--- src/rtl/data_sram_arb_if.sv ---
// data_sram_arb_if: CPU/aux request, aux response and data SRAM pin bundle; slave = arbiter side, master = requester/SRAM side
interface data_sram_arb_if;
  logic        cpu_req;
  logic [3:0]  cpu_wen;
  logic [31:0] cpu_addr;
  logic [31:0] cpu_wdata;
  logic        stallreq_mem;
  logic        aux_req;
  logic        aux_ready;
  logic [3:0]  aux_wen;
  logic [31:0] aux_addr;
  logic [31:0] aux_wdata;
  logic        aux_rvalid;
  logic [31:0] aux_rdata;
  logic        data_sram_en;
  logic [3:0]  data_sram_wen;
  logic [31:0] data_sram_addr;
  logic [31:0] data_sram_wdata;
  logic [31:0] data_sram_rdata;
  modport slave (
    input  cpu_req, cpu_wen, cpu_addr, cpu_wdata,
    output stallreq_mem,
    input  aux_req, aux_wen, aux_addr, aux_wdata,
    output aux_ready, aux_rvalid, aux_rdata,
    output data_sram_en, data_sram_wen, data_sram_addr, data_sram_wdata,
    input  data_sram_rdata
  );
  modport master (
    output cpu_req, cpu_wen, cpu_addr, cpu_wdata,
    input  stallreq_mem,
    output aux_req, aux_wen, aux_addr, aux_wdata,
    input  aux_ready, aux_rvalid, aux_rdata,
    input  data_sram_en, data_sram_wen, data_sram_addr, data_sram_wdata,
    output data_sram_rdata
  );
endinterface

--- src/rtl/data_sram_arb.sv ---
// data_sram_arb: single-port data SRAM arbiter, CPU priority, aux gets idle slots plus forced windows after starvation; ports clk, rst, bus (cpu_*/aux_*/data_sram_*)
module data_sram_arb #(
  parameter int STARVE_LIMIT = 8,
  parameter int AUX_BURST    = 4,
  parameter int CNT_W        = 4
) (
  input logic            clk,
  input logic            rst,
  data_sram_arb_if.slave bus
);
  typedef enum logic {S_CPU, S_AUX} state_t;
  localparam logic [CNT_W-1:0] SL    = CNT_W'(STARVE_LIMIT);
  localparam logic [CNT_W-1:0] SL_M1 = CNT_W'(STARVE_LIMIT - 1);
  localparam logic [CNT_W-1:0] AB_M1 = CNT_W'(AUX_BURST - 1);
  state_t           state, state_nxt;
  logic [CNT_W-1:0] starve_cnt, starve_nxt, burst_cnt, burst_nxt;
  logic             gnt_cpu, gnt_aux, starved, aux_rvalid;
  always_ff @(posedge clk) begin
    if (rst) begin
      state      <= S_CPU;
      starve_cnt <= '0;
      burst_cnt  <= '0;
      aux_rvalid <= 1'b0;
    end else begin
      state      <= state_nxt;
      starve_cnt <= starve_nxt;
      burst_cnt  <= burst_nxt;
      aux_rvalid <= gnt_aux & (bus.aux_wen == 4'b0);
    end
  end
  always_comb begin
    gnt_cpu    = ~rst & bus.cpu_req & ((state == S_CPU) | ~bus.aux_req);
    gnt_aux    = ~rst & bus.aux_req & ((state == S_AUX) | ~bus.cpu_req);
    starved    = bus.aux_req & ~gnt_aux;
    state_nxt  = state;
    starve_nxt = '0;
    burst_nxt  = burst_cnt;
    if (state == S_CPU) begin
      starve_nxt = ~starved ? '0 : (starve_cnt == SL) ? starve_cnt : starve_cnt + 1'b1;
      if (starved && starve_cnt == SL_M1) begin
        state_nxt  = S_AUX;
        starve_nxt = '0;
        burst_nxt  = '0;
      end
    end else begin
      burst_nxt = gnt_aux ? burst_cnt + 1'b1 : burst_cnt;
      if (!bus.aux_req || (gnt_aux && burst_cnt == AB_M1)) state_nxt = S_CPU;
    end
  end
  assign bus.stallreq_mem    = ~rst & bus.cpu_req & ~gnt_cpu;
  assign bus.aux_ready       = gnt_aux;
  assign bus.aux_rvalid      = aux_rvalid;
  assign bus.aux_rdata       = aux_rvalid ? bus.data_sram_rdata : 32'h0;
  assign bus.data_sram_en    = gnt_cpu | gnt_aux;
  assign bus.data_sram_wen   = gnt_cpu ? bus.cpu_wen   : gnt_aux ? bus.aux_wen   : 4'h0;
  assign bus.data_sram_addr  = gnt_cpu ? bus.cpu_addr  : gnt_aux ? bus.aux_addr  : 32'h0;
  assign bus.data_sram_wdata = gnt_cpu ? bus.cpu_wdata : gnt_aux ? bus.aux_wdata : 32'h0;
endmodule

--- src/flat_wrapper.sv ---
// flat-port wrapper written by rule: the top's interface ports become plain ports
module data_sram_arb_flat 
#(
  parameter int STARVE_LIMIT = 8,
  parameter int AUX_BURST    = 4,
  parameter int CNT_W        = 4
)
  (clk, rst, bus_cpu_req, bus_cpu_wen, bus_cpu_addr, bus_cpu_wdata, bus_stallreq_mem, bus_aux_req, bus_aux_wen, bus_aux_addr, bus_aux_wdata, bus_aux_ready, bus_aux_rvalid, bus_aux_rdata, bus_data_sram_en, bus_data_sram_wen, bus_data_sram_addr, bus_data_sram_wdata, bus_data_sram_rdata);
  data_sram_arb_if bus_i ();
  input logic clk;
  input logic rst;
  input wire logic [$bits(bus_i.cpu_req)-1:0] bus_cpu_req;
  input wire logic [$bits(bus_i.cpu_wen)-1:0] bus_cpu_wen;
  input wire logic [$bits(bus_i.cpu_addr)-1:0] bus_cpu_addr;
  input wire logic [$bits(bus_i.cpu_wdata)-1:0] bus_cpu_wdata;
  output wire logic [$bits(bus_i.stallreq_mem)-1:0] bus_stallreq_mem;
  input wire logic [$bits(bus_i.aux_req)-1:0] bus_aux_req;
  input wire logic [$bits(bus_i.aux_wen)-1:0] bus_aux_wen;
  input wire logic [$bits(bus_i.aux_addr)-1:0] bus_aux_addr;
  input wire logic [$bits(bus_i.aux_wdata)-1:0] bus_aux_wdata;
  output wire logic [$bits(bus_i.aux_ready)-1:0] bus_aux_ready;
  output wire logic [$bits(bus_i.aux_rvalid)-1:0] bus_aux_rvalid;
  output wire logic [$bits(bus_i.aux_rdata)-1:0] bus_aux_rdata;
  output wire logic [$bits(bus_i.data_sram_en)-1:0] bus_data_sram_en;
  output wire logic [$bits(bus_i.data_sram_wen)-1:0] bus_data_sram_wen;
  output wire logic [$bits(bus_i.data_sram_addr)-1:0] bus_data_sram_addr;
  output wire logic [$bits(bus_i.data_sram_wdata)-1:0] bus_data_sram_wdata;
  input wire logic [$bits(bus_i.data_sram_rdata)-1:0] bus_data_sram_rdata;
  assign bus_i.cpu_req = bus_cpu_req;
  assign bus_i.cpu_wen = bus_cpu_wen;
  assign bus_i.cpu_addr = bus_cpu_addr;
  assign bus_i.cpu_wdata = bus_cpu_wdata;
  assign bus_stallreq_mem = bus_i.stallreq_mem;
  assign bus_i.aux_req = bus_aux_req;
  assign bus_i.aux_wen = bus_aux_wen;
  assign bus_i.aux_addr = bus_aux_addr;
  assign bus_i.aux_wdata = bus_aux_wdata;
  assign bus_aux_ready = bus_i.aux_ready;
  assign bus_aux_rvalid = bus_i.aux_rvalid;
  assign bus_aux_rdata = bus_i.aux_rdata;
  assign bus_data_sram_en = bus_i.data_sram_en;
  assign bus_data_sram_wen = bus_i.data_sram_wen;
  assign bus_data_sram_addr = bus_i.data_sram_addr;
  assign bus_data_sram_wdata = bus_i.data_sram_wdata;
  assign bus_i.data_sram_rdata = bus_data_sram_rdata;
  data_sram_arb #(.STARVE_LIMIT(STARVE_LIMIT), .AUX_BURST(AUX_BURST), .CNT_W(CNT_W)) u_core (.clk(clk), .rst(rst), .bus(bus_i));
endmodule
--- config.mk ---
export PLATFORM = sky130hd
export DESIGN_NAME = data_sram_arb_flat
export DESIGN_NICKNAME = d
export VERILOG_FILES = /design/src/rtl/data_sram_arb_if.sv /design/src/rtl/data_sram_arb.sv /design/src/flat_wrapper.sv
export SDC_FILE = /design/constraint.sdc
export NUM_CORES = 1
export LEC_CHECK = 0
export BUFFER_PORTS_ARGS = -buffer_cell sky130_fd_sc_hd__buf_4
export CORE_AREA = 2 2 108 110
export DETAILED_ROUTE_END_ITERATION = 6
export DIE_AREA = 0 0 110 112
export SETUP_SLACK_MARGIN = 0.02
export SLEW_MARGIN = 40
export SYNTH_ARGS = -nofsm -noshare
export SYNTH_HDL_FRONTEND = slang
export SYNTH_SLANG_ARGS = --single-unit
--- constraint.sdc ---
create_clock -name clk -period 1.4 [get_ports clk]
set_input_delay 0.21 -clock clk [delete_from_list [all_inputs] [get_ports clk]]
set_output_delay 0.21 -clock clk [all_outputs]
set_load 0.02 [all_outputs]
==> results summary <==
The flow ran to the end, but the final reports show violations. The checks that failed: setup timing. In this run the static leakage power is approximately 2.2 nW. The fraction of final layout cells sized beyond drive strength 1 is 0.6818. The die is ~110 um tall. The number of endpoints with negative hold slack in the final report came out at 0.

The net count after synthesis came out at 361. The total DRC errors in the routed layout came out at 0. The total number of vias came out at between 2000 and 3000. At the worst endpoint, the arrival time is approximately 1500 ps. By count the netlist is led by 68 x sky130_fd_sc_hd__a22o_1, 33 x sky130_fd_sc_hd__and2_1, 10 x sky130_fd_sc_hd__dfxtp_1. The total negative setup slack is -20440 ps.

The most used flip-flop cell after synthesis is sky130_fd_sc_hd__dfxtp_1. The time the final worst path needs with I/O delays and setup is 1736 ps. The worst setup skew after layout is approximately 2.5 ps. Setup violations remaining at the end of the flow were counted as 69.

The longest individual stage delay on the worst path came out at between 300 and 400 ps. The power per unit of standard cell area is between 400 and 500 nW/um^2. The clock sink count is 10.

The core footprint came out at 11170 um^2. The effective utilization at floorplan is 0.1386. The cell area after synthesis is ~1500 um^2. The count of buffer and inverter cells on the critical path came out at 3. TritonCTS built the clock tree. The type of the most critical hold path is primary input to flop.

The number of global-route vias before repair came out at between 2000 and 3000. The initial antenna violation count is 0. The total grt overflow came out at 0. The proportion of synthesized flip-flops having asynchronous set or reset came out at 0. The most used cell along the critical path is sky130_fd_sc_hd__nor2b_4. The clock insertion delay at the later pin of the skew report is 240 ps. In this run the worst path has a maximum fanout of 37. The total of max-cap violations is 0. Setup repair after global routing could not meet its margin everywhere. Yosys printed 0 warnings. The synthesized design contains 0 enable-type register cells. The number of port buffers is 275.

The final non-filler cell total came out at around 600. The average vias per placed instance came out at around 4.4. The clock transition time at the flip-flop clock pins of the worst setup and hold paths came out at 40 ps. For the pin with the worst max-slew slack, the measured transition is 243.7 ps. The post-synthesis sequential area ratio came out at 0.1292. The total routing resource utilization after global routing came out at 0.1500. The portion of synthesized cell area occupied by the leading cell type is 0.3845.

In this run, distinct cell masters in the synthesized netlist total 32. The final critical-path share of the clock period is 1.240. The first global-routing pass estimated 14070 um of wire. The number of buffers created by CTS came out at 3.

The startpoint-to-endpoint class of the critical path is flop to output port. The required time reported for the critical path endpoint is roughly 1200 ps. The post-detailed-routing wire length came out at about 10000 um. The pre-antenna-repair detailed-routing pass consisted of 4 iterations.

The number of buffers added to fix hold violations after cts came out at 0. The relative area change from synthesis to final layout is 167.3%. For this run, the post-layout net count is 638. Measured against its own limit, the worst slew margin works out to 0.8360. Based on the critical path, the design can be clocked at up to about 580 MHz.

The synthesized area divided by synthesized cell count is around 8.3 um^2. The cell count after placement came out at slightly below 600. The pre-CTS setup slack came out at -168.2 ps. For this design, the slowest cell found on the critical path is sky130_fd_sc_hd__dfxtp_2. The signal on the critical path passes through buf_4, nor2b_4, nor2b_4, buf_12, a22o_4, buf_6. Once detailed placement completed, the half-perimeter wirelength came to about 8200 um. The number of core rows came out at 39. The total count of max-transition violations in the final report came out at 0. The die outline area came out at approximately 12000 um^2. STA classifies the critical path endpoint as an output port. The count of state elements after synthesis came out at 10. The fraction of the core area covered by cells at the end of the flow came out at 0.3705. The final estimated routing congestion in global placement is between 0.7 and 0.8. The maximum ir drop on the vdd rail is 0.0004424 V.

The deepest level of the CTS H-tree came out at 1. The clock tree root driver cell is sky130_fd_sc_hd__clkbuf_16. The biggest area contributor in the post-synthesis netlist is sky130_fd_sc_hd__a22o_1.

The number of violations reported at the end of detailed-routing iteration 0 is between 150 and 200. In this run the horizontal extent of the chip is 110 um. The total I/O pin count came out at ~280. The smallest setup slack after layout is -335.9 ps. The diode insertion count for antenna repair is 0. In the post-synthesis netlist, the biggest area contributors are sky130_fd_sc_hd__a22o_1 38%, sky130_fd_sc_hd__and2_1 13%, sky130_fd_sc_hd__dfxtp_1 13%, sky130_fd_sc_hd__buf_6 4.4%, sky130_fd_sc_hd__dlymetal6s2s_1 3.2%. The final routed wire length divided by cell count is around 17 um. The number of nets with antenna violations after detailed routing came out at 0.

Counting along the longest clock path gives a buffer depth of 2. The maximum number of pins on one net before global-route repair is 38. The most common cell in the netlist is sky130_fd_sc_hd__a22o_1. The number of instances in the synthesized netlist is roughly 190. The kind of cell adding the most delay to the critical path is buffers and inverters. The worst setup path is launched from a flop.
what timing repair did:
item | CTS | global route
gates resized for setup | 54 | 9
pin swaps | 4 | 8
setup endpoints to repair | 69 | 85
buffers inserted | 6 | 0
gates cloned | 3 | 0
per-layer routing:
layer	global-route usage	wire length, um	vias to the layer above
li1	-	-	1276
met1	0.1774	4052	1203
met2	0.2613	5139	147
met3	0.04567	1084	14
met4	0.03544	170	0
met5	0	0	-
layout by cell type (no fill, tap or decap), drive strengths merged, types with 4 or more instances in the layout:
cell type / count
buf: 293
a22o: 68
and2: 33
dfxtp: 10
nor2: 5
nand3: 5
nand2: 5
nand2b: 4
a21oi: 4
nor2b: 4
clkbuf: 4
state kept, by name (all words and copies together) (netlist names):
name                   count
u_core.bus.aux_rvalid      1
u_core.starve_cnt          4
u_core.burst_cnt           4
u_core.state               1
path summary, 6_finish.rpt:
path                                      startpoint                 endpoint  slack, ps  cells after the start
worst max-delay path                    u_core.state  bus_data_sram_wdata[31]       -340                      6
worst min-delay path                             rst             u_core.state        260                      3
worst max register to register  u_core.starve_cnt[0]     u_core.starve_cnt[1]         90                      5
worst min register to register   u_core.burst_cnt[0]      u_core.burst_cnt[0]        530                      1
stage by stage:
stage               hold WS (ps)  instance area [um^2]  total power, W
detailed placement         510.9                  3741        0.001279
global placement           496.6                  3741        0.001272
CTS                        261.0                  4155        0.001980
finish                     258.0                  4140        0.001950
floorplan                  279.4                  1549       0.0006708
global route               269.9                  4140        0.002042
report_power, final:
| part | internal (W) | total [W] | leakage, nW | switching [W] |
|---|---|---|---|---|
| combinational | 0.000641 | 0.00108 | 2.04 | 0.000443 |
| sequential | 0.000288 | 0.000289 | 0.0812 | 0.00000170 |
| clock | 0.000431 | 0.000577 | 0.0442 | 0.000146 |
cell families (layout without fill, tap and decap cells):
group / count (synthesis) / count (layout) / synth area share
compound gates: 82 / 82 / 0.4443
fa+ha+maj: 3 / 3 / 0.02424
buf+inv: 24 / 300 / 0.1317
flops: 10 / 10 / 0.1292
mux: 1 / 1 / 0.006462
simple gates: 66 / 66 / 0.2641
worst register-to-register path, cell delays in order, from the launching register on:
cell	delay, ps
sky130_fd_sc_hd__dfxtp_1	330
sky130_fd_sc_hd__inv_2	110
sky130_fd_sc_hd__ha_4	150
sky130_fd_sc_hd__nand2_1	80
sky130_fd_sc_hd__or3_4	340
sky130_fd_sc_hd__a211oi_2	220
layout make-up:
type                       instances  area (um^2)
multi-input combinational        152         1234
clock buffer                       4        88.84
sequential                        10        201.4
timing repair buffer             293         2426
inverter                           3        11.26
tap                              143        178.9
fill                            1149         7034
(Power assumes the default switching activity.)
